===== config.mk =====
export PLATFORM = sky130hd
export DESIGN_NAME = readout_tx_multitone_gen_flat
export DESIGN_NICKNAME = d
export VERILOG_FILES = /design/src/rtl/readout_tx_pkg.sv /design/src/rtl/readout_tx_multitone_gen_if.sv /design/src/rtl/readout_tx_tone_ch.sv /design/src/rtl/readout_tx_multitone_gen.sv /design/src/flat_wrapper.sv
export SDC_FILE = /design/constraint.sdc
export NUM_CORES = 2
export LEC_CHECK = 0
export BUFFER_PORTS_ARGS = -buffer_cell sky130_fd_sc_hd__buf_2
export CAP_MARGIN = 30
export CORE_ASPECT_RATIO = 1.5
export CORE_MARGIN = 8
export CORE_UTILIZATION = 45
export CTS_CLUSTER_SIZE = 24
export DETAILED_ROUTE_END_ITERATION = 10
export PLACE_DENSITY = 0.64
export SYNTH_ARGS = -nofsm -noshare
export SYNTH_HDL_FRONTEND = slang
export SYNTH_SLANG_ARGS = --single-unit
export TNS_END_PERCENT = 100

===== constraint.sdc =====
create_clock -name clk -period 32.9 [get_ports clk]
set_clock_uncertainty 0.2 [all_clocks]
set_input_delay 1.645 -clock clk [delete_from_list [all_inputs] [get_ports clk]]
set_output_delay 1.645 -clock clk [all_outputs]
set_load 0.05 [all_outputs]

===== src/rtl/readout_tx_pkg.sv =====
// Shared types and constants for the multitone readout TX generator.
// FSM encoding, config field selects and the summed-output width helper.
package readout_tx_pkg;

   typedef enum logic {
      S_IDLE = 1'b0,
      S_PLAY = 1'b1
   } tx_state_t;

   localparam logic [1:0] CFG_FTW       = 2'd0;
   localparam logic [1:0] CFG_PHASE_OFF = 2'd1;
   localparam logic [1:0] CFG_AMP       = 2'd2;

   // Enough headroom that summing num_ch full-scale tones can never wrap.
   function automatic int out_width(input int num_ch, input int lut_w);
      return lut_w + $clog2(num_ch);
   endfunction

endpackage


===== src/rtl/readout_tx_multitone_gen_if.sv =====
// Bundle of config, instruction, LUT and waveform signals of the multitone generator.
// master = instruction issue stage / LUT owner side, slave = generator.
interface readout_tx_multitone_gen_if #(
   parameter int NUM_CH             = 4,
   parameter int NCO_N              = 22,
   parameter int PHASE_WIDTH        = 10,
   parameter int SIN_LUT_DATA_WIDTH = 16,
   parameter int DUR_WIDTH          = 12,
   parameter int CH_IDX_WIDTH       = $clog2(NUM_CH),
   parameter int OUT_WIDTH          = SIN_LUT_DATA_WIDTH + $clog2(NUM_CH)
) ();

   logic                                 cfg_wr_en;
   logic [1:0]                           cfg_sel;
   logic [CH_IDX_WIDTH-1:0]              cfg_ch;
   logic [NCO_N-1:0]                     cfg_data;

   logic                                 inst_valid;
   logic                                 inst_ready;
   logic [NUM_CH-1:0]                    inst_ch_mask;
   logic [DUR_WIDTH-1:0]                 inst_duration;

   logic [NUM_CH*PHASE_WIDTH-1:0]        sin_lut_rd_addr_out;
   logic [NUM_CH*SIN_LUT_DATA_WIDTH-1:0] sin_lut_rd_data_in;

   logic                                 valid_wave_out;
   logic [OUT_WIDTH-1:0]                 wave_out;
   logic                                 busy;

   modport master (
      output cfg_wr_en, cfg_sel, cfg_ch, cfg_data,
      output inst_valid, inst_ch_mask, inst_duration,
      output sin_lut_rd_data_in,
      input  inst_ready, sin_lut_rd_addr_out, valid_wave_out, wave_out, busy
   );

   modport slave (
      input  cfg_wr_en, cfg_sel, cfg_ch, cfg_data,
      input  inst_valid, inst_ch_mask, inst_duration,
      input  sin_lut_rd_data_in,
      output inst_ready, sin_lut_rd_addr_out, valid_wave_out, wave_out, busy
   );

endinterface


===== src/rtl/readout_tx_tone_ch.sv =====
// One NCO tone: config registers, free-running accumulator, LUT address register
// and amplitude scaling stage (E1 address, E2 LUT data, E3 scaled product).
module readout_tx_tone_ch
   import readout_tx_pkg::*;
#(
   parameter int NCO_N              = 22,
   parameter int PHASE_WIDTH        = 10,
   parameter int SIN_LUT_DATA_WIDTH = 16,
   parameter int AMP_WIDTH          = 8
) (
   input  logic                          clk,
   input  logic                          rst,
   input  logic                          i_cfg_wr_en,
   input  logic [1:0]                    i_cfg_sel,
   input  logic [NCO_N-1:0]              i_cfg_data,
   input  logic                          i_issue,
   input  logic                          i_mask_e2,
   input  logic [SIN_LUT_DATA_WIDTH-1:0] i_lut_data,
   output logic [PHASE_WIDTH-1:0]        o_addr,
   output logic [SIN_LUT_DATA_WIDTH-1:0] o_prod
);

   localparam int PROD_W = SIN_LUT_DATA_WIDTH + AMP_WIDTH + 1;

   logic [NCO_N-1:0]              r_ftw;
   logic [PHASE_WIDTH-1:0]        r_phase_off;
   logic [AMP_WIDTH-1:0]          r_amp;
   logic [NCO_N-1:0]              r_acc;
   logic [PHASE_WIDTH-1:0]        r_addr;
   logic [SIN_LUT_DATA_WIDTH-1:0] r_lut;
   logic [SIN_LUT_DATA_WIDTH-1:0] r_prod;

   logic [PHASE_WIDTH-1:0]        w_phase;
   logic [PROD_W-1:0]             w_lut_ext;
   logic [PROD_W-1:0]             w_amp_ext;
   logic [PROD_W-1:0]             w_prod_full;
   logic [SIN_LUT_DATA_WIDTH-1:0] w_scaled;

   always_ff @(posedge clk or posedge rst) begin
      if (rst) begin
         r_ftw       <= '0;
         r_phase_off <= '0;
         r_amp       <= '0;
      end else if (i_cfg_wr_en) begin
         case (i_cfg_sel)
            CFG_FTW:       r_ftw       <= i_cfg_data;
            CFG_PHASE_OFF: r_phase_off <= i_cfg_data[PHASE_WIDTH-1:0];
            CFG_AMP:       r_amp       <= i_cfg_data[AMP_WIDTH-1:0];
            default:       ;
         endcase
      end
   end

   // Accumulator never stops, so tones stay phase-coherent across pulses.
   always_ff @(posedge clk or posedge rst) begin
      if (rst) r_acc <= '0;
      else     r_acc <= r_acc + r_ftw;
   end

   assign w_phase = r_acc[NCO_N-1 -: PHASE_WIDTH] + r_phase_off;

   // Two's-complement extension makes the low PROD_W bits of the product exact.
   assign w_lut_ext   = {{(PROD_W-SIN_LUT_DATA_WIDTH){r_lut[SIN_LUT_DATA_WIDTH-1]}}, r_lut};
   assign w_amp_ext   = {{(PROD_W-AMP_WIDTH){1'b0}}, r_amp};
   assign w_prod_full = w_lut_ext * w_amp_ext;
   assign w_scaled    = w_prod_full[AMP_WIDTH +: SIN_LUT_DATA_WIDTH];

   always_ff @(posedge clk or posedge rst) begin
      if (rst) begin
         r_addr <= '0;
         r_lut  <= '0;
         r_prod <= '0;
      end else begin
         r_addr <= i_issue ? w_phase : '0;
         r_lut  <= i_lut_data;
         r_prod <= i_mask_e2 ? w_scaled : '0;
      end
   end

   assign o_addr = r_addr;
   assign o_prod = r_prod;

endmodule


===== src/rtl/readout_tx_multitone_gen.sv =====
// Multitone readout TX generator: pulse FSM, duration counter, mask/valid pipeline
// and the adder tree summing NUM_CH scaled tones into one sample stream.
module readout_tx_multitone_gen
   import readout_tx_pkg::*;
#(
   parameter int NUM_CH             = 4,
   parameter int NCO_N              = 22,
   parameter int PHASE_WIDTH        = 10,
   parameter int SIN_LUT_DATA_WIDTH = 16,
   parameter int AMP_WIDTH          = 8,
   parameter int DUR_WIDTH          = 12,
   parameter int CH_IDX_WIDTH       = $clog2(NUM_CH),
   parameter int OUT_WIDTH          = out_width(NUM_CH, SIN_LUT_DATA_WIDTH)
) (
   input logic                           clk,
   input logic                           rst,
   readout_tx_multitone_gen_if.slave     bus
);

   // state  | meaning
   // S_IDLE | no pulse issuing, inst_ready held high
   // S_PLAY | one sample issued per cycle while cnt counts down to 1

   localparam int SW = SIN_LUT_DATA_WIDTH;

   tx_state_t            r_state, w_state_nxt;
   logic [DUR_WIDTH-1:0] r_cnt, w_cnt_nxt;
   logic [NUM_CH-1:0]    r_mask, w_mask_nxt;
   logic                 w_ready;
   logic                 w_issue;
   logic                 w_dur_nz;

   logic                 r_v1, r_v2, r_v3, r_valid_out;
   logic [NUM_CH-1:0]    r_m1, r_m2;
   logic [OUT_WIDTH-1:0] r_wave;
   logic [OUT_WIDTH-1:0] w_sum;

   logic [NUM_CH*PHASE_WIDTH-1:0] w_addr_bus;
   logic [NUM_CH*SW-1:0]          w_prod_bus;

   assign w_dur_nz = (bus.inst_duration != '0);

   always_ff @(posedge clk or posedge rst) begin
      if (rst) begin
         r_state <= S_IDLE;
         r_cnt   <= '0;
         r_mask  <= '0;
      end else begin
         r_state <= w_state_nxt;
         r_cnt   <= w_cnt_nxt;
         r_mask  <= w_mask_nxt;
      end
   end

   always_comb begin
      w_state_nxt = r_state;
      w_cnt_nxt   = r_cnt;
      w_mask_nxt  = r_mask;
      w_ready     = 1'b0;
      w_issue     = 1'b0;
      case (r_state)
         S_IDLE: begin
            w_ready = 1'b1;
            if (bus.inst_valid && w_dur_nz) begin
               w_cnt_nxt   = bus.inst_duration;
               w_mask_nxt  = bus.inst_ch_mask;
               w_state_nxt = S_PLAY;
            end
         end
         S_PLAY: begin
            w_issue   = 1'b1;
            w_ready   = (r_cnt == DUR_WIDTH'(1));
            w_cnt_nxt = r_cnt - DUR_WIDTH'(1);
            // Last sample of this pulse: hand off gaplessly or fall back to idle.
            if (w_ready) begin
               if (bus.inst_valid && w_dur_nz) begin
                  w_cnt_nxt  = bus.inst_duration;
                  w_mask_nxt = bus.inst_ch_mask;
               end else begin
                  w_state_nxt = S_IDLE;
               end
            end
         end
         default: w_state_nxt = S_IDLE;
      endcase
   end

   always_ff @(posedge clk or posedge rst) begin
      if (rst) begin
         r_v1        <= 1'b0;
         r_v2        <= 1'b0;
         r_v3        <= 1'b0;
         r_valid_out <= 1'b0;
         r_m1        <= '0;
         r_m2        <= '0;
         r_wave      <= '0;
      end else begin
         r_v1        <= w_issue;
         r_v2        <= r_v1;
         r_v3        <= r_v2;
         r_valid_out <= r_v3;
         r_m1        <= w_issue ? r_mask : '0;
         r_m2        <= r_m1;
         r_wave      <= w_sum;
      end
   end

   for (genvar c = 0; c < NUM_CH; c++) begin : g_ch
      readout_tx_tone_ch #(
         .NCO_N              (NCO_N),
         .PHASE_WIDTH        (PHASE_WIDTH),
         .SIN_LUT_DATA_WIDTH (SW),
         .AMP_WIDTH          (AMP_WIDTH)
      ) u_tone (
         .clk         (clk),
         .rst         (rst),
         .i_cfg_wr_en (bus.cfg_wr_en && (bus.cfg_ch == CH_IDX_WIDTH'(c))),
         .i_cfg_sel   (bus.cfg_sel),
         .i_cfg_data  (bus.cfg_data),
         .i_issue     (w_issue && r_mask[c]),
         .i_mask_e2   (r_m2[c]),
         .i_lut_data  (bus.sin_lut_rd_data_in[c*SW +: SW]),
         .o_addr      (w_addr_bus[c*PHASE_WIDTH +: PHASE_WIDTH]),
         .o_prod      (w_prod_bus[c*SW +: SW])
      );
   end

   always_comb begin
      w_sum = '0;
      for (int c = 0; c < NUM_CH; c++) begin
         w_sum = w_sum + {{(OUT_WIDTH-SW){w_prod_bus[c*SW+SW-1]}}, w_prod_bus[c*SW +: SW]};
      end
   end

   assign bus.inst_ready          = w_ready;
   assign bus.sin_lut_rd_addr_out = w_addr_bus;
   assign bus.valid_wave_out      = r_valid_out;
   assign bus.wave_out            = r_wave;
   assign bus.busy                = (r_state == S_PLAY) || r_v1 || r_v2 || r_v3 || r_valid_out;

endmodule


===== src/flat_wrapper.sv =====
// flat-port wrapper written by rule: the top's interface ports become plain ports
module readout_tx_multitone_gen_flat import readout_tx_pkg::*;
#(
   parameter int NUM_CH             = 4,
   parameter int NCO_N              = 22,
   parameter int PHASE_WIDTH        = 10,
   parameter int SIN_LUT_DATA_WIDTH = 16,
   parameter int AMP_WIDTH          = 8,
   parameter int DUR_WIDTH          = 12,
   parameter int CH_IDX_WIDTH       = $clog2(NUM_CH),
   parameter int OUT_WIDTH          = out_width(NUM_CH, SIN_LUT_DATA_WIDTH)
)
  (clk, rst, bus_cfg_wr_en, bus_cfg_sel, bus_cfg_ch, bus_cfg_data, bus_inst_valid, bus_inst_ch_mask, bus_inst_duration, bus_sin_lut_rd_data_in, bus_inst_ready, bus_sin_lut_rd_addr_out, bus_valid_wave_out, bus_wave_out, bus_busy);
  readout_tx_multitone_gen_if #(.NUM_CH(NUM_CH), .NCO_N(NCO_N), .PHASE_WIDTH(PHASE_WIDTH), .SIN_LUT_DATA_WIDTH(SIN_LUT_DATA_WIDTH), .DUR_WIDTH(DUR_WIDTH), .CH_IDX_WIDTH(CH_IDX_WIDTH), .OUT_WIDTH(OUT_WIDTH)) bus_i ();
  input logic clk;
  input logic rst;
  input wire logic [$bits(bus_i.cfg_wr_en)-1:0] bus_cfg_wr_en;
  input wire logic [$bits(bus_i.cfg_sel)-1:0] bus_cfg_sel;
  input wire logic [$bits(bus_i.cfg_ch)-1:0] bus_cfg_ch;
  input wire logic [$bits(bus_i.cfg_data)-1:0] bus_cfg_data;
  input wire logic [$bits(bus_i.inst_valid)-1:0] bus_inst_valid;
  input wire logic [$bits(bus_i.inst_ch_mask)-1:0] bus_inst_ch_mask;
  input wire logic [$bits(bus_i.inst_duration)-1:0] bus_inst_duration;
  input wire logic [$bits(bus_i.sin_lut_rd_data_in)-1:0] bus_sin_lut_rd_data_in;
  output wire logic [$bits(bus_i.inst_ready)-1:0] bus_inst_ready;
  output wire logic [$bits(bus_i.sin_lut_rd_addr_out)-1:0] bus_sin_lut_rd_addr_out;
  output wire logic [$bits(bus_i.valid_wave_out)-1:0] bus_valid_wave_out;
  output wire logic [$bits(bus_i.wave_out)-1:0] bus_wave_out;
  output wire logic [$bits(bus_i.busy)-1:0] bus_busy;
  assign bus_i.cfg_wr_en = bus_cfg_wr_en;
  assign bus_i.cfg_sel = bus_cfg_sel;
  assign bus_i.cfg_ch = bus_cfg_ch;
  assign bus_i.cfg_data = bus_cfg_data;
  assign bus_i.inst_valid = bus_inst_valid;
  assign bus_i.inst_ch_mask = bus_inst_ch_mask;
  assign bus_i.inst_duration = bus_inst_duration;
  assign bus_i.sin_lut_rd_data_in = bus_sin_lut_rd_data_in;
  assign bus_inst_ready = bus_i.inst_ready;
  assign bus_sin_lut_rd_addr_out = bus_i.sin_lut_rd_addr_out;
  assign bus_valid_wave_out = bus_i.valid_wave_out;
  assign bus_wave_out = bus_i.wave_out;
  assign bus_busy = bus_i.busy;
  readout_tx_multitone_gen #(.NUM_CH(NUM_CH), .NCO_N(NCO_N), .PHASE_WIDTH(PHASE_WIDTH), .SIN_LUT_DATA_WIDTH(SIN_LUT_DATA_WIDTH), .AMP_WIDTH(AMP_WIDTH), .DUR_WIDTH(DUR_WIDTH), .CH_IDX_WIDTH(CH_IDX_WIDTH), .OUT_WIDTH(OUT_WIDTH)) u_core (.clk(clk), .rst(rst), .bus(bus_i));
endmodule

-- After elaboration in Yosys (flattened, before gate mapping)
Cells that the tools add are included.
Widths: inputs -> output; s select.
- word-level logic and storage cells: 112
- bits in registers: 463
- muxes and demuxes: 21
- multiply operators: 4
- add/sub/neg operators: 12
- reduce and logical (&&, ||, !) cells: 28
- bitwise operators: 1
- eq/ne operators: 8
- operator list (kind ; count):
    $mul 16x9->24 ; 4
    $add 22x22->22 ; 4
    $mux 16 ; 4
    $add 10x10->10 ; 4
    $mux 10 ; 4
    $add 18x18->18 ; 2
    $mux 12 ; 3
    $pmux 12 s2 ; 1
    $reduce_and 2->1 ; 12
    $add 16x16->17 ; 1
    $eq 12x1->1 const B ; 1
    $mux 4 ; 3
    $reduce_bool 12->1 ; 1
    $sub 12x1->12 const B ; 1
    $logic_and 1x1->1 ; 9
    $pmux 4 s2 ; 1
    $eq 2x2->1 const B ; 3
    $eq 2x1->1 const B ; 2
    $logic_not 2->1 ; 2
    $logic_or 1x1->1 ; 4
    $pmux 1 s2 ; 2
    $mux 1 ; 3
    $ne 2x1->1 const B ; 1
    $ne 2x2->1 const B ; 1
    $not 1->1 ; 1

-- Longest topological paths before layout
- depth in word-level cells: 5
- mapped depth: 20
- depth with buffers taken out: 19

-- Modules after synthesis
Synthesis repeated with hierarchy kept, for this count alone.
- cell total of the unflattened synthesis: 3870
- area total of the unflattened synthesis: 39436.6 µm²
- modules (own cells, without submodules) (module ; cells an instance ; times used ; seq. area each (µm²) ; area each (µm²)):
    readout_tx_tone_ch at u_core.g_ch[2].u_tone ; 913 ; 1 ; 2602.5 ; 9145.0
    readout_tx_tone_ch at u_core.g_ch[1].u_tone ; 859 ; 1 ; 2602.5 ; 8928.6
    readout_tx_tone_ch at u_core.g_ch[3].u_tone ; 850 ; 1 ; 2602.5 ; 8812.2
    readout_tx_tone_ch at u_core.g_ch[0].u_tone ; 843 ; 1 ; 2602.5 ; 8754.6
    readout_tx_multitone_gen ; 405 ; 1 ; 1176.1 ; 3796.1

-- Least setup slack after synthesis
OpenSTA, ideal clock, no wires.
- path type: register to register
- start: reg u_core.g_ch[2].u_tone.r_amp[2]
- end: reg u_core.g_ch[2].u_tone.r_prod[15]
- cell stages (with the launch flop): 21
- required time: 32.561 ns
- setup slack: 27.353 ns
- data arrival time: 5.208 ns
- path through: dfrtp_1 > clkbuf_1 > clkbuf_1 > nand2_1 > fa_1 > inv_1 > fa_1 > fa_1 > inv_1 > fa_1 > inv_1 > ha_1 > a21o_1 > a21o_1 > a21oi_1 > o21a_1 > a21boi_2 > a311o_2 > a31oi_2 > nor3_1 > or4_1
- longest elaborated chain between the ends: 2
- RTL lines (item ; line ; text):
    from (decl) ; readout_tx_tone_ch.sv:27 ; logic [AMP_WIDTH-1:0] r_amp;
    from (signal assigned) ; readout_tx_tone_ch.sv:48 ; CFG_AMP: r_amp <= i_cfg_data[AMP_WIDTH-1:0];
    $mul 16x9->24 ; readout_tx_tone_ch.sv:65 ; assign w_prod_full = w_lut_ext * w_amp_ext;
    $mux 16 ; readout_tx_tone_ch.sv:76 ; r_prod <= i_mask_e2 ? w_scaled : '0;
    to (signal assigned) ; readout_tx_tone_ch.sv:76 ;
    to (decl) ; readout_tx_tone_ch.sv:31 ; logic [SIN_LUT_DATA_WIDTH-1:0] r_prod;
No other way between the ends.
A chain may end at the register's enable or synchronous reset.

-- Worst setup path in the final report
- start: reg u_core.g_ch[2].u_tone.r_amp[3]
- end: reg u_core.g_ch[2].u_tone.r_prod[15]
The elaborated chain is that of the path after synthesis.

==> results.cfg <==
[status]
outcome = finished clean

[timing]
finalCritPeriodShare_pct = 18.0
worstMarginPinSlew_ns = 0.951
slew_headroom_pct = 36.4
final-hold-violation-count = 0
drv_slew = 0
max_clock_freq_ghz = 0.169
setup_tns_ns = 0
rsz0062_at_grt = no
finalSetupViolCount = 0
period_minus_slack_ns = 5.91

[synthesis]
netlist-cell-type-count = 68
syn_area_um2 = 38100
synth_warnings = 0
synth_cells = 3733
ys_top_cells_by_area = dfrtp_1 (30%), fa_1 (22%), ha_1 (11%), inv_1 (6.5%), mux2_2 (4.7%)
yosysTopAreaCell = dfrtp_1
synth_nets = 4592
synth-seq-cells = 463
yosys.area.top_type_share_pct = 30.4
ys.flop_type = dfrtp_1
synth_edf_count = 0
async_flop_share_pct = 100
yosysSeqAreaShare_pct = 30.4
syn_avg_cell_area_um2 = 10.2

[clock_network]
ctsHtreeMaxLevel = 2
cts.sinks = 463
cts.path.max_buffers = 3
clk_pin_slew_ns = 0.07
cts_hold_buf = 0
cts_made_buffers = 47
cts_tree = built
clkLatencyLatePin_ns = 0.62
ctsResizeCount = 0
root_buffer = clkbuf_16
postCtsSetupBuffers = 0

[floorplanning]
die_w_um = 254
dieArea_um2 = 94400
rows = 130
initial_core_util_pct = 45.5
ios = 171
core-area_um2 = 83800
die_h_um = 372

[placement]
dpl.hpwl_um = 70000
gp_congestion = 0.870
port_buffers = 170

[detailed_routing]
dr_total_vias = 25900
drt_iter0_drc = 1095
wl_per_cell_um = 17.5
vias_per_cell = 5.11
drc = 0
ant_nets = 0
first_pass_iters = 5
finalWirelength_um = 88800

[power]
p_leak_nw = 21.4
power_mw = 4.68
p_per_area_nw_per_um2 = 112
vdd_ir_drop_max_uv = 59.4

[job]
max_cap_viol_count = 0

[finish]
fillers = 7740
layout-drive-gt1-share_pct = 11.4
synthToLayoutAreaGrowth_pct = 10.1
final_nets = 4758
mostFrequentLayoutCell = inv_1
diodes = 0
final_cell_mix = inv_1 (663), dfrtp_1 (463), fa_1 (423), nand2_1 (372), ha_1 (326)

[setup_path]
path_class = reg -> reg
cp_max_fo = 17
endpoint_kind = flip-flop
cp-start-kind = flip-flop
worstPathArrival_ns = 6.18
required_ns = 33.17

[grt]
grt_usage_pct = 19.4
antenna_found_initial = 7
grt_pass1_vias = 28100
grt_start_max_net_pins = 130
grt_remaining_overflow = 0
grt_pass1_wl_um = 145000

[hold_path]
hp-class = reg -> reg
## area by class of cell
class / count / area [µm²] / area share [%]
Multi-Input combinational cell: 2536 / 23700 / 56.6
Sequential cell: 463 / 11600 / 27.6
Tap cell: 1122 / 1400 / 3.35
Clock buffer: 54 / 1240 / 2.96
Inverter: 664 / 2500 / 5.96
Clock inverter: 33 / 399 / 0.952
Timing Repair Buffer: 187 / 1060 / 2.52
## synthesized netlist by cell type, drive strengths merged (3+ instances only)
master and count:
a211o 5, a211oi 9, a21boi 4, a21o 54, a21oi 150, a221oi 8, a311o 3, a31o 7
a31oi 7, a41oi 3, and2 245, and3 27, and3b 5, buf 6, clkbuf 64, dfrtp 463
fa 423, ha 326, inv 664, mux2 159, nand2 373, nand2b 21, nand3 50, nand3b 5
nand4 4, nor2 145, nor2b 13, nor3 52, nor3b 8, nor4 7, o2111ai 4, o21a 30
o21ai 77, o21bai 29, o31a 7, o31ai 13, o41ai 9, or2 5, or3 20, or4 3
xnor2 149, xor2 52
## worst max-delay path, stage by stage (launching register included)
cell      delay (ns)
dfrtp_1         0.69
nand2_1         0.16
fa_1            0.56
inv_1           0.05
fa_1            0.50
fa_1            0.50
inv_1           0.05
fa_1            0.47
inv_1           0.04
ha_1            0.32
a21o_1          0.19
a21o_1          0.17
a21oi_1         0.29
o21a_1          0.22
a21boi_2        0.08
a311o_2         0.43
a31oi_2         0.24
nor3_1          0.08
or4_1           0.52
## stage by stage
stage / cell area (µm²) / hold slack, ns / worst slack [ns] / std cells / utilization, %
6_report: 41900 / 0.111 / 26.99 / 5059 / 50.1
5_1_grt: 41900 / 0.124 / 26.68 / 5059 / 50.1
4_1_cts: 41900 / 0.109 / 26.96 / 5058 / 50.0
3_5_place_dp: 40300 / 0.137 / 26.97 / 4971 / 48.1
3_3_place_gp: 40200 / 0.134 / 27.02 / 4964 / 47.9
2_1_floorplan: 38100 / 0.131 / 18.14 / 3733 / -
## report_power, final
part           internal [mW]  switching (mW)
logic                   1.41            1.82
clock network          0.325           0.248
registers              0.740           0.141
total                   2.47            2.21
## path summary, 6_finish.rpt
path / end / slack, ns / depth (start not counted) / from
max: u_core.g_ch[2].u_tone.o_prod[15] / 26.99 / 18 / u_core.g_ch[2].u_tone.r_amp[3]
min: u_core.r_m2[3] / 0.11 / 0 / u_core.r_m1[3]
max reg2reg: u_core.g_ch[2].u_tone.o_prod[15] / 26.99 / 18 / u_core.g_ch[2].u_tone.r_amp[3]
min reg2reg: u_core.r_m2[3] / 0.11 / 0 / u_core.r_m1[3]
max in group asynchronous: u_core.g_ch[2].u_tone.r_lut[13] / 29.37 / 5 / rst
min in group asynchronous: u_core.g_ch[3].u_tone.r_lut[1] / 1.00 / 2 / rst
## sequential cells by signal, summed over array words and instances (netlist names), 4 cells and up
signal                          cells
u_core.r_m1                         4
u_core.g_ch.u_tone.o_prod          64
u_core.bus.wave_out                18
u_core.g_ch.u_tone.r_ftw           88
u_core.r_cnt                       12
u_core.g_ch.u_tone.o_addr          40
u_core.g_ch.u_tone.r_amp           32
u_core.g_ch.u_tone.r_lut           64
u_core.g_ch.u_tone.r_phase_off     40
u_core.r_mask                       4
u_core.g_ch.u_tone.r_acc           88
u_core.r_m2                         4
## kinds of logic after synthesis
kind of cell,count (synthesis),synth area share [%]
AND/OR/NAND/NOR,992,12.7
AO/OA/AOI/OAI,433,7.28
adder cells (fa/ha/maj),749,32.9
multiplexers,161,4.75
buffers and inverters,734,7.23
XOR/XNOR,201,4.62
flip-flops,463,30.4
## layer usage
layer / global-route usage (%) / wire length (µm)
met5: 0 / 43
met4: 7.46 / 3640
met3: 2.54 / 3110
met2: 36.1 / 46800
met1: 22.3 / 35200
(Power assumes the default switching activity.)
